**config.mk**
```make
export PLATFORM = sky130hd
export DESIGN_NAME = decoder3_scan_seq_flat
export DESIGN_NICKNAME = d
export VERILOG_FILES = /design/src/rtl/decoder3_scan_seq_pkg.sv /design/src/rtl/decoder3_scan_seq_if.sv /design/src/rtl/decoder3_next_addr.sv /design/src/rtl/decoder3_scan_seq.sv /design/src/flat_wrapper.sv
export SDC_FILE = /design/constraint.sdc
export NUM_CORES = 1
export LEC_CHECK = 0
export ABC_AREA = 1
export BUFFER_PORTS_ARGS = -buffer_cell sky130_fd_sc_hd__buf_2
export CORE_UTILIZATION = 45
export CTS_CLUSTER_DIAMETER = 50
export DETAILED_ROUTE_END_ITERATION = 8
export GPL_ROUTABILITY_DRIVEN = 0
export PLACE_DENSITY = 0.61
export SLEW_MARGIN = 20
export SYNTH_ARGS = -nofsm -noshare
export SYNTH_HDL_FRONTEND = slang
export SYNTH_HIERARCHICAL = 1
export SYNTH_SLANG_ARGS = --single-unit
```
**constraint.sdc**
```tcl
create_clock -name clk -period 3.7 [get_ports clk]
set_input_delay 0.37 -clock clk [delete_from_list [all_inputs] [get_ports clk]]
set_output_delay 0.37 -clock clk [all_outputs]
set_load 0.1 [all_outputs]
```
**src/rtl/decoder3_scan_seq_pkg.sv**
```systemverilog
// Shared widths and FSM encoding for the decoder3 scan sequencer.
// Pure declarations; no logic, no latency.
package decoder3_scan_seq_pkg;

    localparam int ADDR_W    = 3;
    localparam int NUM_LINES = 8;

    typedef enum logic [1:0] {
        ST_IDLE  = 2'd0,
        ST_BLANK = 2'd1,
        ST_DRIVE = 2'd2
    } state_t;

endpackage

```
**src/rtl/decoder3_scan_seq_if.sv**
```systemverilog
// Control/status bundle between a scan controller and the sequencer.
// master = controlling logic, slave = the sequencer itself.
interface decoder3_scan_seq_if
    import decoder3_scan_seq_pkg::*;
#(
    parameter int DWELL_W = 8
);
    logic                 start;
    logic                 stop;
    logic                 mode;
    logic [NUM_LINES-1:0] mask;
    logic [DWELL_W-1:0]   dwell;
    logic                 en;
    logic [ADDR_W-1:0]    sel;
    logic                 busy;
    logic                 done;
    logic                 wrap;

    modport master (
        output start, stop, mode, mask, dwell,
        input  en, sel, busy, done, wrap
    );

    modport slave (
        input  start, stop, mode, mask, dwell,
        output en, sel, busy, done, wrap
    );
endinterface

```
**src/rtl/decoder3_next_addr.sv**
```systemverilog
// Lowest unmasked line, overall or strictly above cur.
// Purely combinational, no state.
module decoder3_next_addr
    import decoder3_scan_seq_pkg::*;
(
    input  logic [NUM_LINES-1:0] mask,
    input  logic [ADDR_W-1:0]    cur,
    input  logic                 from_start,
    output logic [ADDR_W-1:0]    nxt,
    output logic                 valid
);

    // Descending walk so the lowest qualifying index is the last one written.
    always_comb begin
        nxt   = '0;
        valid = 1'b0;
        for (int i = NUM_LINES - 1; i >= 0; i--) begin
            if (!mask[i] && (from_start || (i > int'(cur)))) begin
                nxt   = ADDR_W'(i);
                valid = 1'b1;
            end
        end
    end

endmodule

```
**src/rtl/decoder3_scan_seq.sv**
```systemverilog
// Steps decoder3 enable/select over unmasked lines with a blanking gap between addresses.
// All outputs registered; start->busy one edge, en rises BLANK edges later.
module decoder3_scan_seq
    import decoder3_scan_seq_pkg::*;
#(
    parameter int DWELL_W = 8,
    parameter int BLANK   = 1
)(
    input  logic               clk,
    input  logic               rst,
    decoder3_scan_seq_if.slave bus
);

    localparam logic [3:0] BLANK_LD = 4'(BLANK - 1);

    state_t               state_q, state_n;
    logic                 en_q, en_n;
    logic [ADDR_W-1:0]    sel_q, sel_n;
    logic                 busy_q, busy_n;
    logic                 done_q, done_n;
    logic                 wrap_q, wrap_n;
    logic [3:0]           bcnt_q, bcnt_n;
    logic [DWELL_W-1:0]   dcnt_q, dcnt_n;
    logic                 mode_q, mode_n;
    logic [NUM_LINES-1:0] mask_q, mask_n;
    logic [DWELL_W-1:0]   dwell_q, dwell_n;

    logic [NUM_LINES-1:0] first_mask;
    logic [ADDR_W-1:0]    first_addr, up_addr;
    logic                 first_vld, up_vld;
    logic [DWELL_W-1:0]   dwell_ld;

    // In IDLE the config is being latched this very edge, so look at the live mask.
    assign first_mask = (state_q == ST_IDLE) ? bus.mask : mask_q;
    assign dwell_ld   = (dwell_q == '0) ? '0 : dwell_q - DWELL_W'(1);

    decoder3_next_addr u_first (
        .mask       (first_mask),
        .cur        (sel_q),
        .from_start (1'b1),
        .nxt        (first_addr),
        .valid      (first_vld)
    );

    decoder3_next_addr u_up (
        .mask       (mask_q),
        .cur        (sel_q),
        .from_start (1'b0),
        .nxt        (up_addr),
        .valid      (up_vld)
    );

    always_comb begin
        state_n = state_q;
        en_n    = en_q;
        sel_n   = sel_q;
        busy_n  = busy_q;
        done_n  = 1'b0;
        wrap_n  = 1'b0;
        bcnt_n  = bcnt_q;
        dcnt_n  = dcnt_q;
        mode_n  = mode_q;
        mask_n  = mask_q;
        dwell_n = dwell_q;

        case (state_q)
            ST_IDLE: begin
                en_n   = 1'b0;
                busy_n = 1'b0;
                if (bus.start && !bus.stop) begin
                    mode_n  = bus.mode;
                    mask_n  = bus.mask;
                    dwell_n = bus.dwell;
                    if (first_vld) begin
                        state_n = ST_BLANK;
                        sel_n   = first_addr;
                        busy_n  = 1'b1;
                        bcnt_n  = BLANK_LD;
                    end else begin
                        done_n = 1'b1;
                    end
                end
            end

            ST_BLANK: begin
                if (bus.stop) begin
                    state_n = ST_IDLE;
                    en_n    = 1'b0;
                    busy_n  = 1'b0;
                end else if (bcnt_q == '0) begin
                    state_n = ST_DRIVE;
                    en_n    = 1'b1;
                    dcnt_n  = dwell_ld;
                end else begin
                    bcnt_n = bcnt_q - 4'd1;
                end
            end

            ST_DRIVE: begin
                if (bus.stop) begin
                    state_n = ST_IDLE;
                    en_n    = 1'b0;
                    busy_n  = 1'b0;
                end else if (dcnt_q == '0) begin
                    en_n = 1'b0;
                    if (up_vld) begin
                        state_n = ST_BLANK;
                        sel_n   = up_addr;
                        bcnt_n  = BLANK_LD;
                    end else if (mode_q) begin
                        state_n = ST_BLANK;
                        sel_n   = first_addr;
                        bcnt_n  = BLANK_LD;
                        wrap_n  = 1'b1;
                    end else begin
                        state_n = ST_IDLE;
                        busy_n  = 1'b0;
                        done_n  = 1'b1;
                    end
                end else begin
                    dcnt_n = dcnt_q - DWELL_W'(1);
                end
            end

            default: begin
                state_n = ST_IDLE;
                en_n    = 1'b0;
                busy_n  = 1'b0;
            end
        endcase
    end

    always_ff @(posedge clk or posedge rst) begin
        if (rst) begin
            state_q <= ST_IDLE;
            en_q    <= 1'b0;
            sel_q   <= '0;
            busy_q  <= 1'b0;
            done_q  <= 1'b0;
            wrap_q  <= 1'b0;
            bcnt_q  <= '0;
            dcnt_q  <= '0;
            mode_q  <= 1'b0;
            mask_q  <= '0;
            dwell_q <= '0;
        end else begin
            state_q <= state_n;
            en_q    <= en_n;
            sel_q   <= sel_n;
            busy_q  <= busy_n;
            done_q  <= done_n;
            wrap_q  <= wrap_n;
            bcnt_q  <= bcnt_n;
            dcnt_q  <= dcnt_n;
            mode_q  <= mode_n;
            mask_q  <= mask_n;
            dwell_q <= dwell_n;
        end
    end

    assign bus.en   = en_q;
    assign bus.sel  = sel_q;
    assign bus.busy = busy_q;
    assign bus.done = done_q;
    assign bus.wrap = wrap_q;

endmodule

```
**src/flat_wrapper.sv**
```systemverilog
// flat-port wrapper written by rule: the top's interface ports become plain ports
module decoder3_scan_seq_flat import decoder3_scan_seq_pkg::*;
#(
    parameter int DWELL_W = 8,
    parameter int BLANK   = 1
)
  (clk, rst, bus_start, bus_stop, bus_mode, bus_mask, bus_dwell, bus_en, bus_sel, bus_busy, bus_done, bus_wrap);
  decoder3_scan_seq_if #(.DWELL_W(DWELL_W)) bus_i ();
  input  logic clk;
  input  logic rst;
  input wire logic [$bits(bus_i.start)-1:0] bus_start;
  input wire logic [$bits(bus_i.stop)-1:0] bus_stop;
  input wire logic [$bits(bus_i.mode)-1:0] bus_mode;
  input wire logic [$bits(bus_i.mask)-1:0] bus_mask;
  input wire logic [$bits(bus_i.dwell)-1:0] bus_dwell;
  output wire logic [$bits(bus_i.en)-1:0] bus_en;
  output wire logic [$bits(bus_i.sel)-1:0] bus_sel;
  output wire logic [$bits(bus_i.busy)-1:0] bus_busy;
  output wire logic [$bits(bus_i.done)-1:0] bus_done;
  output wire logic [$bits(bus_i.wrap)-1:0] bus_wrap;
  assign bus_i.start = bus_start;
  assign bus_i.stop = bus_stop;
  assign bus_i.mode = bus_mode;
  assign bus_i.mask = bus_mask;
  assign bus_i.dwell = bus_dwell;
  assign bus_en = bus_i.en;
  assign bus_sel = bus_i.sel;
  assign bus_busy = bus_i.busy;
  assign bus_done = bus_i.done;
  assign bus_wrap = bus_i.wrap;
  decoder3_scan_seq #(.DWELL_W(DWELL_W), .BLANK(BLANK)) u_core (.clk(clk), .rst(rst), .bus(bus_i));
endmodule
```
==> results of run 1 <==
per-layer routing:
metal,global-route usage,vias to the layer above,routed length (um)
li1,-,1308,-
met1,0.2884,1120,2977
met2,0.3530,23,2905
met3,0.03771,7,125
met4,0.08182,0,95
met5,0,-,0
synthesized netlist by cell type (all sizes together):
cell      n
a21oi    22
buf       3
clkbuf    1
clkinv    1
conb      2
dfrtp    38
ha        5
inv      62
mux2      1
nand2   122
nand3    29
nand4     5
nor2     68
nor3      1
nor3b     2
o21ai    28
o21bai    2
o22ai     1
or2       5
xnor2     1
xor2      1
sequential cells by signal, summed over array words and instances (netlist names):
signal and flops:
u_core/dcnt_q 8, u_core/dwell_q 8, u_core/mask_q 8, u_core/bcnt_q 4, u_core/bus.sel 3, u_core/state_q 2
u_core/bus.busy 1, u_core/bus.done 1, u_core/bus.en 1, u_core/bus.wrap 1, u_core/mode_q 1
how the worst min path moves through the flow:
stage                        end  depth (start not counted)  slack [ps]
2_1_floorplan   u_core/bcnt_q[1]                          2         440
3_3_place_gp    u_core/bcnt_q[1]                          2         460
3_5_place_dp    u_core/bcnt_q[1]                          2         460
4_1_cts        u_core/dwell_q[0]                          3         200
5_1_grt        u_core/dwell_q[2]                          3         220
6_report       u_core/dwell_q[2]                          3         190
worst min-delay path: cells and delay by family:
kind / cells / cell delay (ps)
buffers and inverters: 3 / 550
cells by family after synthesis:
kind of cell | count (synthesis) | share of synthesized area
xor gates and xnor gates | 2 | 0.006471
and+or+nand+nor | 232 | 0.3993
adders and majority gates | 5 | 0.02311
buffers and inverters | 67 | 0.09611
DFF | 38 | 0.3512
AOI/OAI and AO/OA | 53 | 0.1169
other | 2 | 0.002774
muxes | 1 | 0.004159
final cells by class:
class / instances / area share
flip-flops and latches: 38 / 0.3117
clock buffers: 7 / 0.02502
clock inverters: 1 / 0.009844
inverters: 63 / 0.07916
repair buffers: 28 / 0.04676
well taps: 72 / 0.02953
multi-input cells: 301 / 0.4979
metrics by stage:
stage / area (um2) / utilization
3_5_place_dp: 2944 / 0.5218
3_3_place_gp: 2944 / 0.5218
5_1_grt: 3050 / 0.5407
2_1_floorplan: 2730 / -
4_1_cts: 3050 / 0.5407
6_report: 3050 / 0.5407
where the power goes:
part,leakage (nW),switching (W),internal [W]
Combinational,1.15,0.00103,0.000513
Clock,0.0524,0.000145,0.000202
Sequential,0.464,0.000182,0.000595
Total,1.66,0.00136,0.00131
==> results.sh, run 1 <==
export IMPL_yosysWarnings=6
export IMPL_fmax_ghz=0.4613
export IMPL_setup_viol=0
export IMPL_vias_per_cell=4.820
export IMPL_worst_path_max_fanout=19
export IMPL_cts_max_level=2
export IMPL_die_w_um=79.57
export IMPL_clock_skew_ps=9.806
export IMPL_required_ps=3910
export IMPL_yosysSeqAreaShare=0.3512
export IMPL_netlist_top_cell_by_area="dfrtp_1"
export IMPL_clk_latency_ps=290
export IMPL_cp_depth=15
export IMPL_tns_ps=0
export IMPL_fin_nets=463
export IMPL_rsz0062_at_grt="false"
export IMPL_p_total_w=0.002669
export IMPL_antenna_found_initial=0
export IMPL_p_leak_nw=1.662
export IMPL_r2r_slack_ps=1530
export IMPL_grt_max_degree=39
export IMPL_drt_iter0_drc=95
export IMPL_rr_worst_depth=15
export IMPL_dp_cells=502
export IMPL_status="completed"
export IMPL_place_hpwl_um=4510
export IMPL_worstMarginPinSlew_ps=609.6
export IMPL_multi_input_area_um2=1519
export IMPL_finalHoldViolations=0
export IMPL_drc_errors=0
export IMPL_via_count=2458
export IMPL_wl_per_cell_um=11.97
export IMPL_cp_arrival_ps=2380
export IMPL_grt_pass1_vias=2323
export IMPL_crit_top_cell="nand2_1"
export IMPL_cts_tree="done"
export IMPL_cpPeakStageDelay_ps=470
export IMPL_dp_slack_ps=1545
export IMPL_path_class="flip-flop to flip-flop"
export IMPL_dieArea_um2=6331
export IMPL_relSlewSlack=0.5921
export IMPL_grt_use_total=0.2180
export IMPL_slowest_stage="dfrtp_1"
export IMPL_portBuffers=27
export IMPL_hp_class="primary input to asynchronous set/reset pin"
export IMPL_setup_ws_ps=1532
export IMPL_core_area_um2=5642
export IMPL_ys_ff_latch=38
export IMPL_postSynthAreaPerCell_um2=6.769
export IMPL_final_fill_count=587
export IMPL_io_pins=28
export IMPL_root_buffer="clkbuf_8"
export IMPL_netlist_area_leader_share=0.3512
export IMPL_setup_worst_path_start="u_core/state_q[1]"
export IMPL_startpoint_type="flip-flop"
export IMPL_timing_hold_ws_ps=186.9
export IMPL_placementRows=27
export IMPL_final_cell_mix="nand2_1 (102), nor2_1 (58), inv_1 (56), dfrtp_1 (38), buf_2 (27)"
export IMPL_start_util=0.4799
export IMPL_post_cts_repair_setup_buffers=0
export IMPL_die_height_um=79.57
export IMPL_crit_chain="nor2_4 > nor2_1 > a21oi_1 > inv_1 > nand2_2 > a21oi_2 > nor2_2 > nand4_1 > nand2_1 > nand2_1 > nand2_4 > inv_2 > nand3_2 > nand2_1 > o21ai_1"
export IMPL_critPathCaptureType="flip-flop"
export IMPL_clock_path_buffers=2
export IMPL_grt_overflow=0
export IMPL_finalCritPeriodShare=0.5859
export IMPL_critPathTopFamily="simple AND/OR/NAND/NOR gates"
export IMPL_yosysUniqueCellTypes=33
export IMPL_ys_top_cells_by_area="dfrtp_1 (35%), nand2_1 (14%), nor2_1 (8.0%), inv_1 (7.8%), nand3_1 (4.8%)"
export IMPL_regArea_um2=950.9
export IMPL_diodes=0
export IMPL_ctsHoldBuffers=0
export IMPL_detail_route_antenna_nets=0
export IMPL_cap_violations=0
export IMPL_final_min_clock_period_ps=2168
export IMPL_worst_path_buf_inv=2
export IMPL_clkTransAtPathRegs_ps=70
export IMPL_syn_to_final_growth_pct=12.66
export IMPL_pwr_density_cell_nw_per_um2=874.9
export IMPL_cts_sinks=38
export IMPL_r2r_end="u_core/bus.sel[2]"
export IMPL_wl_um=6103
export IMPL_drive_gt1_frac=0.2032
export IMPL_layout_commonest_cell="nand2_1"
export IMPL_grt_pass1_wl_um=10700
export IMPL_finalNonFillerCells=510
export IMPL_dr_pass1_iters=4
export IMPL_critPathCapture="u_core/bus.sel[2]"
export IMPL_synthesis_area_um2=2708
export IMPL_synth_cells=400
export IMPL_cts_buffers=5
export IMPL_maxSlewViolCount=0
export IMPL_cts_repair_resized=0
export IMPL_reg2reg_from="u_core/state_q[1]"
export IMPL_ir_worst_vdd_mv=0.6183
Power figures use the tool's default switching activity.
==> inputs of run 2 (changes only) <==
--- a/config.mk
+++ b/config.mk
@@ -5,13 +5,13 @@
 export SDC_FILE = /design/constraint.sdc
 export NUM_CORES = 1
 export LEC_CHECK = 0
-export ABC_AREA = 1
+export ABC_AREA = 0
 export BUFFER_PORTS_ARGS = -buffer_cell sky130_fd_sc_hd__buf_2
 export CORE_UTILIZATION = 45
 export CTS_CLUSTER_DIAMETER = 50
 export DETAILED_ROUTE_END_ITERATION = 8
 export GPL_ROUTABILITY_DRIVEN = 0
-export PLACE_DENSITY = 0.61
+export PLACE_DENSITY = 0.63
 export SLEW_MARGIN = 20
 export SYNTH_ARGS = -nofsm -noshare
 export SYNTH_HDL_FRONTEND = slang
==> constraint.sdc (replaced) <==
create_clock -name clk -period 1.8 [get_ports clk]
set_input_delay 0.18 -clock clk [delete_from_list [all_inputs] [get_ports clk]]
set_output_delay 0.18 -clock clk [all_outputs]
set_load 0.1 [all_outputs]
==> results.sh, run 2 <==
export IMPL_p_total_w=0.007242
export IMPL_final_cell_mix="buf_4 (71), dfrtp_1 (35), buf_2 (27), nand2_1 (26), mux2_2 (15)"
export IMPL_drt_iter0_drc=160
export IMPL_detail_route_antenna_nets=0
export IMPL_clk_latency_ps=290
export IMPL_yosysWarnings=6
export IMPL_p_comb_frac=0.649
export IMPL_fmax_ghz=0.4244
export IMPL_synthTopCellsByCount="dfrtp_1 (38), nand2_1 (32), mux2_2 (23), o21ai_0 (23), inv_1 (18)"
export IMPL_synthesis_area_um2=2551
export IMPL_p_leak_nw=1.846
export IMPL_worst_path_max_fanout=6
export IMPL_p_int_w=0.004241
export IMPL_drive_gt1_frac=0.4886
export IMPL_netlist_top_cell_by_area="dfrtp_1"
export IMPL_grt_overflow=0
export IMPL_die_height_um=77.30
export IMPL_crit_chain="nor3_4 > nor2_1 > o22ai_2 > nand3b_1 > nor2_2 > or4b_4 > a22oi_4 > nand2_2 > mux2i_1"
export IMPL_grt_pass1_vias=2409
export IMPL_cts_tree="done"
export IMPL_cp_arrival_ps=2570
export IMPL_io_pins=28
export IMPL_drc_errors=0
export IMPL_netlist_area_leader_share=0.3727
export IMPL_diodes=0
export IMPL_fin_nets=420
export IMPL_layout_commonest_cell="buf_4"
export IMPL_core_area_um2=5473
export IMPL_grt_use_total=0.2377
export IMPL_synth_cells=275
export IMPL_maxSlewViolCount=0
export IMPL_grt_pass1_wl_um=11230
export IMPL_critPathCaptureType="flip-flop"
export IMPL_fin_util=0.6994
export IMPL_start_util=0.4662
export IMPL_synth_most_common_cell="dfrtp_1"
export IMPL_final_min_clock_period_ps=2356
export IMPL_die_w_um=77.30
export IMPL_p_clk_frac=0.127
export IMPL_p_sw_frac=0.4144
export IMPL_final_area_um2=3827
export IMPL_dr_pass1_iters=4
export IMPL_yosysUniqueCellTypes=52
export IMPL_synthArstFlopShare=1.000
export IMPL_wl_um=6966
export IMPL_clkTransAtPathRegs_ps=90
export IMPL_rsz0062_at_grt="true"
export IMPL_root_buffer="clkbuf_8"
export IMPL_required_ps=2020
export IMPL_hp_class="primary input to asynchronous set/reset pin"
export IMPL_cts_buffers=5
export IMPL_yosysSeqAreaShare=0.3727
export IMPL_clock_skew_ps=9.632
export IMPL_violations="negative hold slack, negative setup slack"
export IMPL_setup_viol=20
export IMPL_setup_ws_ps=-556.4
export IMPL_via_count=2517
export IMPL_slowest_stage="dfrtp_4"
export IMPL_portBuffers=27
export IMPL_antenna_found_initial=0
export IMPL_cap_violations=0
export IMPL_startpoint_type="flip-flop"
export IMPL_critPathTopFamily="simple AND/OR/NAND/NOR gates"
export IMPL_top_regs="u_core/dcnt_q: 8 flops, u_core/dwell_q: 8 flops, u_core/mask_q: 8 flops"
export IMPL_dieArea_um2=5975
export IMPL_synth_edff_count=0
export IMPL_tns_ps=-4947
export IMPL_p_seq_frac=0.224
export IMPL_ir_worst_vdd_mv=1.201
export IMPL_status="finished with violations"
export IMPL_wl_per_cell_um=14.92
export IMPL_placed_cell_area_um2=3317
export IMPL_synthFlopType="dfrtp_1"
export IMPL_timing_hold_ws_ps=-2.496
export IMPL_clock_path_buffers=2
export IMPL_cts_sinks=38
export IMPL_path_class="flip-flop to flip-flop"
export IMPL_cpPeakStageDelay_ps=540
export IMPL_dp_slack_ps=-483.4
export IMPL_postSynthAreaPerCell_um2=9.277
export IMPL_place_hpwl_um=4853
export IMPL_grt_max_degree=39
export IMPL_worst_path_buf_inv=0
export IMPL_ys_ff_latch=38
export IMPL_placementRows=27
export IMPL_vias_per_cell=5.390
export IMPL_syn_to_final_growth_pct=50.02
export IMPL_pwr_density_cell_nw_per_um2=1892
export IMPL_cts_max_level=2
export IMPL_finalHoldViolations=15
export IMPL_power_switching_w=0.003001
export IMPL_finalCritPeriodShare=1.309
export IMPL_ys_top_cells_by_area="dfrtp_1 (37%), mux2_2 (10%), nand2_1 (4.7%), o21ai_0 (4.5%), mux2i_1 (3.9%)"
## run 2: changes by cell type in the layout (fill, tap and decap cells not counted), moves of 10 or more
cell	before	now
mux2_2	1	15
nand2_2	17	6
nand3_1	26	2
buf_6	0	12
mux2i_1	0	10
inv_1	56	14
buf_4	1	71
o21ai_0	21	10
nand2_1	102	26
nor3_1	1	11
nor2_1	58	13
## run 2: cells by family after synthesis
kind of cell / count (synthesis) / share of synthesized area
xor gates and xnor gates: 4 / 0.01373
DFF: 38 / 0.3727
other: 2 / 0.002944
muxes: 33 / 0.1408
buffers and inverters: 27 / 0.04610
and+or+nand+nor: 95 / 0.2006
adders and majority gates: 5 / 0.02452
AOI/OAI and AO/OA: 71 / 0.1986
## run 2: routing by layer
layer	global-route usage	wire (um)
met5	0	0
met4	0.09434	228
met3	0.03452	214
met2	0.3973	3487
met1	0.3065	3035
## run 2: repair_timing
item / CTS / global route
gates resized for setup: 31 / 32
setup buffers: 11 / 15
pin swaps: 19 / 26
hold endpoints to repair: 0 / 0
hold buffers: 0 / 0
setup endpoints to repair: 20 / 20
## run 2: final timing paths
path                       cells past startpoint  slack [ps]         startpoint                 to
max in group asynchronous                      3        1420                rst  u_core/bus.sel[0]
min in group clk                               3          90       bus_dwell[1]  u_core/dwell_q[1]
setup reg to reg                               9        -560  u_core/bus.sel[2]   u_core/bcnt_q[3]
hold / removal                                 3          -2                rst  u_core/dwell_q[3]
hold reg to reg                                1         560    u_core/bus.busy    u_core/bus.busy
setup / recovery                               9        -560  u_core/bus.sel[2]   u_core/bcnt_q[3]
## run 2: final cells by class
type | instances | area [um2]
clock buffers | 6 | 82.58
repair buffers | 111 | 823.3
well taps | 72 | 90.09
clock inverters | 2 | 60.06
fillers | 427 | 1645
inverters | 18 | 67.56
flip-flops and latches | 38 | 962.2
multi-input cells | 220 | 1742
## run 2: power by group through the flow
stage,clock network (W),logic (W),registers (W)
floorplan,0,0.00215,0.00195
global placement,0,0.00384,0.00159
detailed placement,0,0.00390,0.00160
CTS,0.000930,0.00422,0.00161
global route,0.000971,0.00506,0.00167
finish,0.000921,0.00470,0.00162
## run 2: metrics by stage
step / std cells / hold WS (ps)
2_1_floorplan: 285 / 243.1
3_3_place_gp: 437 / 325.4
3_5_place_dp: 437 / 334.1
4_1_cts: 455 / 15.08
5_1_grt: 467 / 41.53
6_report: 467 / -2.496
## run 2: worst reg2reg max path, stage by stage (launching register included)
cell and delay, ps:
dfrtp_4 540, nor3_4 210, nor2_1 70, o22ai_2 130
nand3b_1 210, nor2_2 80, or4b_4 500, a22oi_4 280
nand2_2 90, mux2i_1 180
==> inputs of run 3 (changes only) <==
--- a/config.mk
+++ b/config.mk
@@ -7,11 +7,11 @@
 export LEC_CHECK = 0
 export ABC_AREA = 0
 export BUFFER_PORTS_ARGS = -buffer_cell sky130_fd_sc_hd__buf_2
-export CORE_UTILIZATION = 45
+export CORE_UTILIZATION = 30
 export CTS_CLUSTER_DIAMETER = 50
 export DETAILED_ROUTE_END_ITERATION = 8
 export GPL_ROUTABILITY_DRIVEN = 0
-export PLACE_DENSITY = 0.63
+export PLACE_DENSITY = 0.43
 export SLEW_MARGIN = 20
 export SYNTH_ARGS = -nofsm -noshare
 export SYNTH_HDL_FRONTEND = slang
==> constraint.sdc (replaced) <==
create_clock -name clk -period 2.6 [get_ports clk]
set_input_delay 0.26 -clock clk [delete_from_list [all_inputs] [get_ports clk]]
set_output_delay 0.26 -clock clk [all_outputs]
set_load 0.1 [all_outputs]
==> results.sh, run 3 (same netlist as run 2, synthesis figures left out) <==
export IMPL_cap_violations=0
export IMPL_portBuffers=27
export IMPL_clock_path_buffers=2
export IMPL_grt_max_degree=24
export IMPL_diodes=0
export IMPL_dieArea_um2=8876
export IMPL_finalNonFillerCells=424
export IMPL_cts_buffers=5
export IMPL_worstMarginPinSlew_ps=892.0
export IMPL_drt_iter0_drc=60
export IMPL_grt_overflow=0
export IMPL_p_seq_frac=0.335
export IMPL_via_count=2103
export IMPL_dp_cells=418
export IMPL_core_area_um2=8217
export IMPL_wl_um=6007
export IMPL_fin_nets=346
export IMPL_worst_path_max_fanout=8
export IMPL_wl_per_cell_um=14.17
export IMPL_r2r_end="u_core/bcnt_q[2]"
export IMPL_critPathCapture="u_core/bcnt_q[2]"
export IMPL_die_w_um=94.22
export IMPL_p_comb_frac=0.553
export IMPL_final_min_clock_period_ps=2366
export IMPL_fmax_ghz=0.4226
export IMPL_relSlewSlack=0.4047
export IMPL_p_int_w=0.001933
export IMPL_ir_worst_vdd_mv=0.4997
export IMPL_cts_repair_resized=0
export IMPL_tns_ps=0
export IMPL_cts_sinks=38
export IMPL_p_clk_frac=0.112
export IMPL_root_buffer="clkbuf_8"
export IMPL_grt_pass1_vias=2065
export IMPL_hp_class="primary input to asynchronous set/reset pin"
export IMPL_grt_use_total=0.1504
export IMPL_finalHoldViolations=0
export IMPL_setup_ws_ps=233.5
export IMPL_top_regs="u_core/dcnt_q: 8 flops, u_core/dwell_q: 8 flops, u_core/mask_q: 8 flops"
export IMPL_cp_arrival_ps=2530
export IMPL_startpoint_type="flip-flop"
export IMPL_die_height_um=94.22
export IMPL_p_leak_nw=1.369
export IMPL_cts_tree="done"
export IMPL_placementRows=33
export IMPL_finalCritPeriodShare=0.9102
export IMPL_setup_worst_path_start="u_core/state_q[0]"
export IMPL_pwr_density_cell_nw_per_um2=1212
export IMPL_rsz0062_at_grt="false"
export IMPL_dp_slack_ps=69.95
export IMPL_io_pins=28
export IMPL_p_total_w=0.003614
export IMPL_reg2reg_from="u_core/state_q[0]"
export IMPL_dr_pass1_iters=4
export IMPL_layout_commonest_cell="dfrtp_1"
export IMPL_p_sw_frac=0.4651
export IMPL_ctsHoldBuffers=0
export IMPL_syn_to_final_growth_pct=16.92
export IMPL_place_hpwl_um=4587
export IMPL_drc_errors=0
export IMPL_maxSlewViolCount=0
export IMPL_vias_per_cell=4.960
export IMPL_clkTransAtPathRegs_ps=70
export IMPL_r2r_slack_ps=230
export IMPL_status="completed"
export IMPL_clk_latency_ps=290
export IMPL_start_util=0.3105
export IMPL_clock_skew_ps=8.770
export IMPL_critPathCaptureType="flip-flop"
export IMPL_grt_pass1_wl_um=10180
export IMPL_post_cts_repair_setup_buffers=0
export IMPL_cts_max_level=2
export IMPL_rr_worst_depth=11
export IMPL_power_switching_w=0.001681
export IMPL_drive_gt1_frac=0.2727
export IMPL_final_cell_mix="dfrtp_1 (35), nand2_1 (32), buf_2 (27), mux2_2 (23), o21ai_0 (22)"
export IMPL_antenna_found_initial=0
export IMPL_setup_viol=0
export IMPL_required_ps=2770
export IMPL_detail_route_antenna_nets=0
export IMPL_path_class="flip-flop to flip-flop"
export IMPL_timing_hold_ws_ps=153.2
==> run 3: changes by cell type in the layout (fill, tap and decap cells not counted), moves of 4 or more <==
cell	previous run	this run
buf_4	71	10
buf_6	12	0
o21ai_0	10	22
mux2_2	15	23
mux2_4	8	0
nand2_1	26	32
nand2_2	6	0
o21ai_1	9	3
o21ai_2	6	0
inv_1	14	18
inv_2	4	0
==> run 3: per-stage QoR <==
| step | utilization | cell area [um2] |
|---|---|---|
| after detailed placement | 0.3510 | 2884 |
| after global routing | 0.3630 | 2983 |
| after floorplan | - | 2592 |
| after global placement | 0.3510 | 2884 |
| final | 0.3630 | 2983 |
| after CTS | 0.3610 | 2967 |
==> run 3: power groups by stage <==
stage	clock network, W	logic (W)	registers, W
after global placement	0	0.00200	0.00122
after global routing	0.000447	0.00223	0.00127
final	0.000404	0.00200	0.00121
after CTS	0.000428	0.00200	0.00121
after detailed placement	0	0.00199	0.00122
after floorplan	0	0.00141	0.00132
==> run 3: per-layer routing <==
metal  up-vias  share of wire  GRT usage
li1       1064              -          -
met1       990           0.47     0.1925
met4         0          0.015    0.04615
met2        40           0.48     0.2524
met3         9          0.033    0.02994
met5         -              0          0
==> run 3: worst min path at each step <==
| stage | start | to | slack [ps] | depth (start not counted) |
|---|---|---|---|---|
| floorplan | bus_stop | u_core/bus.en | 320 | 1 |
| global placement | bus_dwell[0] | u_core/dwell_q[0] | 460 | 3 |
| detailed placement | bus_dwell[0] | u_core/dwell_q[0] | 470 | 3 |
| CTS | bus_dwell[0] | u_core/dwell_q[0] | 170 | 3 |
| global route | bus_dwell[1] | u_core/dwell_q[1] | 170 | 3 |
| finish | rst | u_core/mask_q[7] | 150 | 2 |
==> run 3: area by class of cell <==
class / instances / area (um2)
sequential: 38 / 954.7
clock buffer: 6 / 82.58
multi-input combinational: 220 / 1536
tap: 105 / 131.4
inverter: 18 / 67.56
fill: 856 / 5234
timing repair buffer: 37 / 210.2
==> run 3: worst max-delay path, stage by stage, from the launching register on <==
cell      delay [ps]
dfrtp_1          430
nor2_1           150
buf_4            200
mux2_2           400
nand2_1           70
o21ai_1           70
nor2b_2          170
nand3b_1         170
nand3_1          150
a22oi_4          210
nand2_1          100
mux2i_1          120
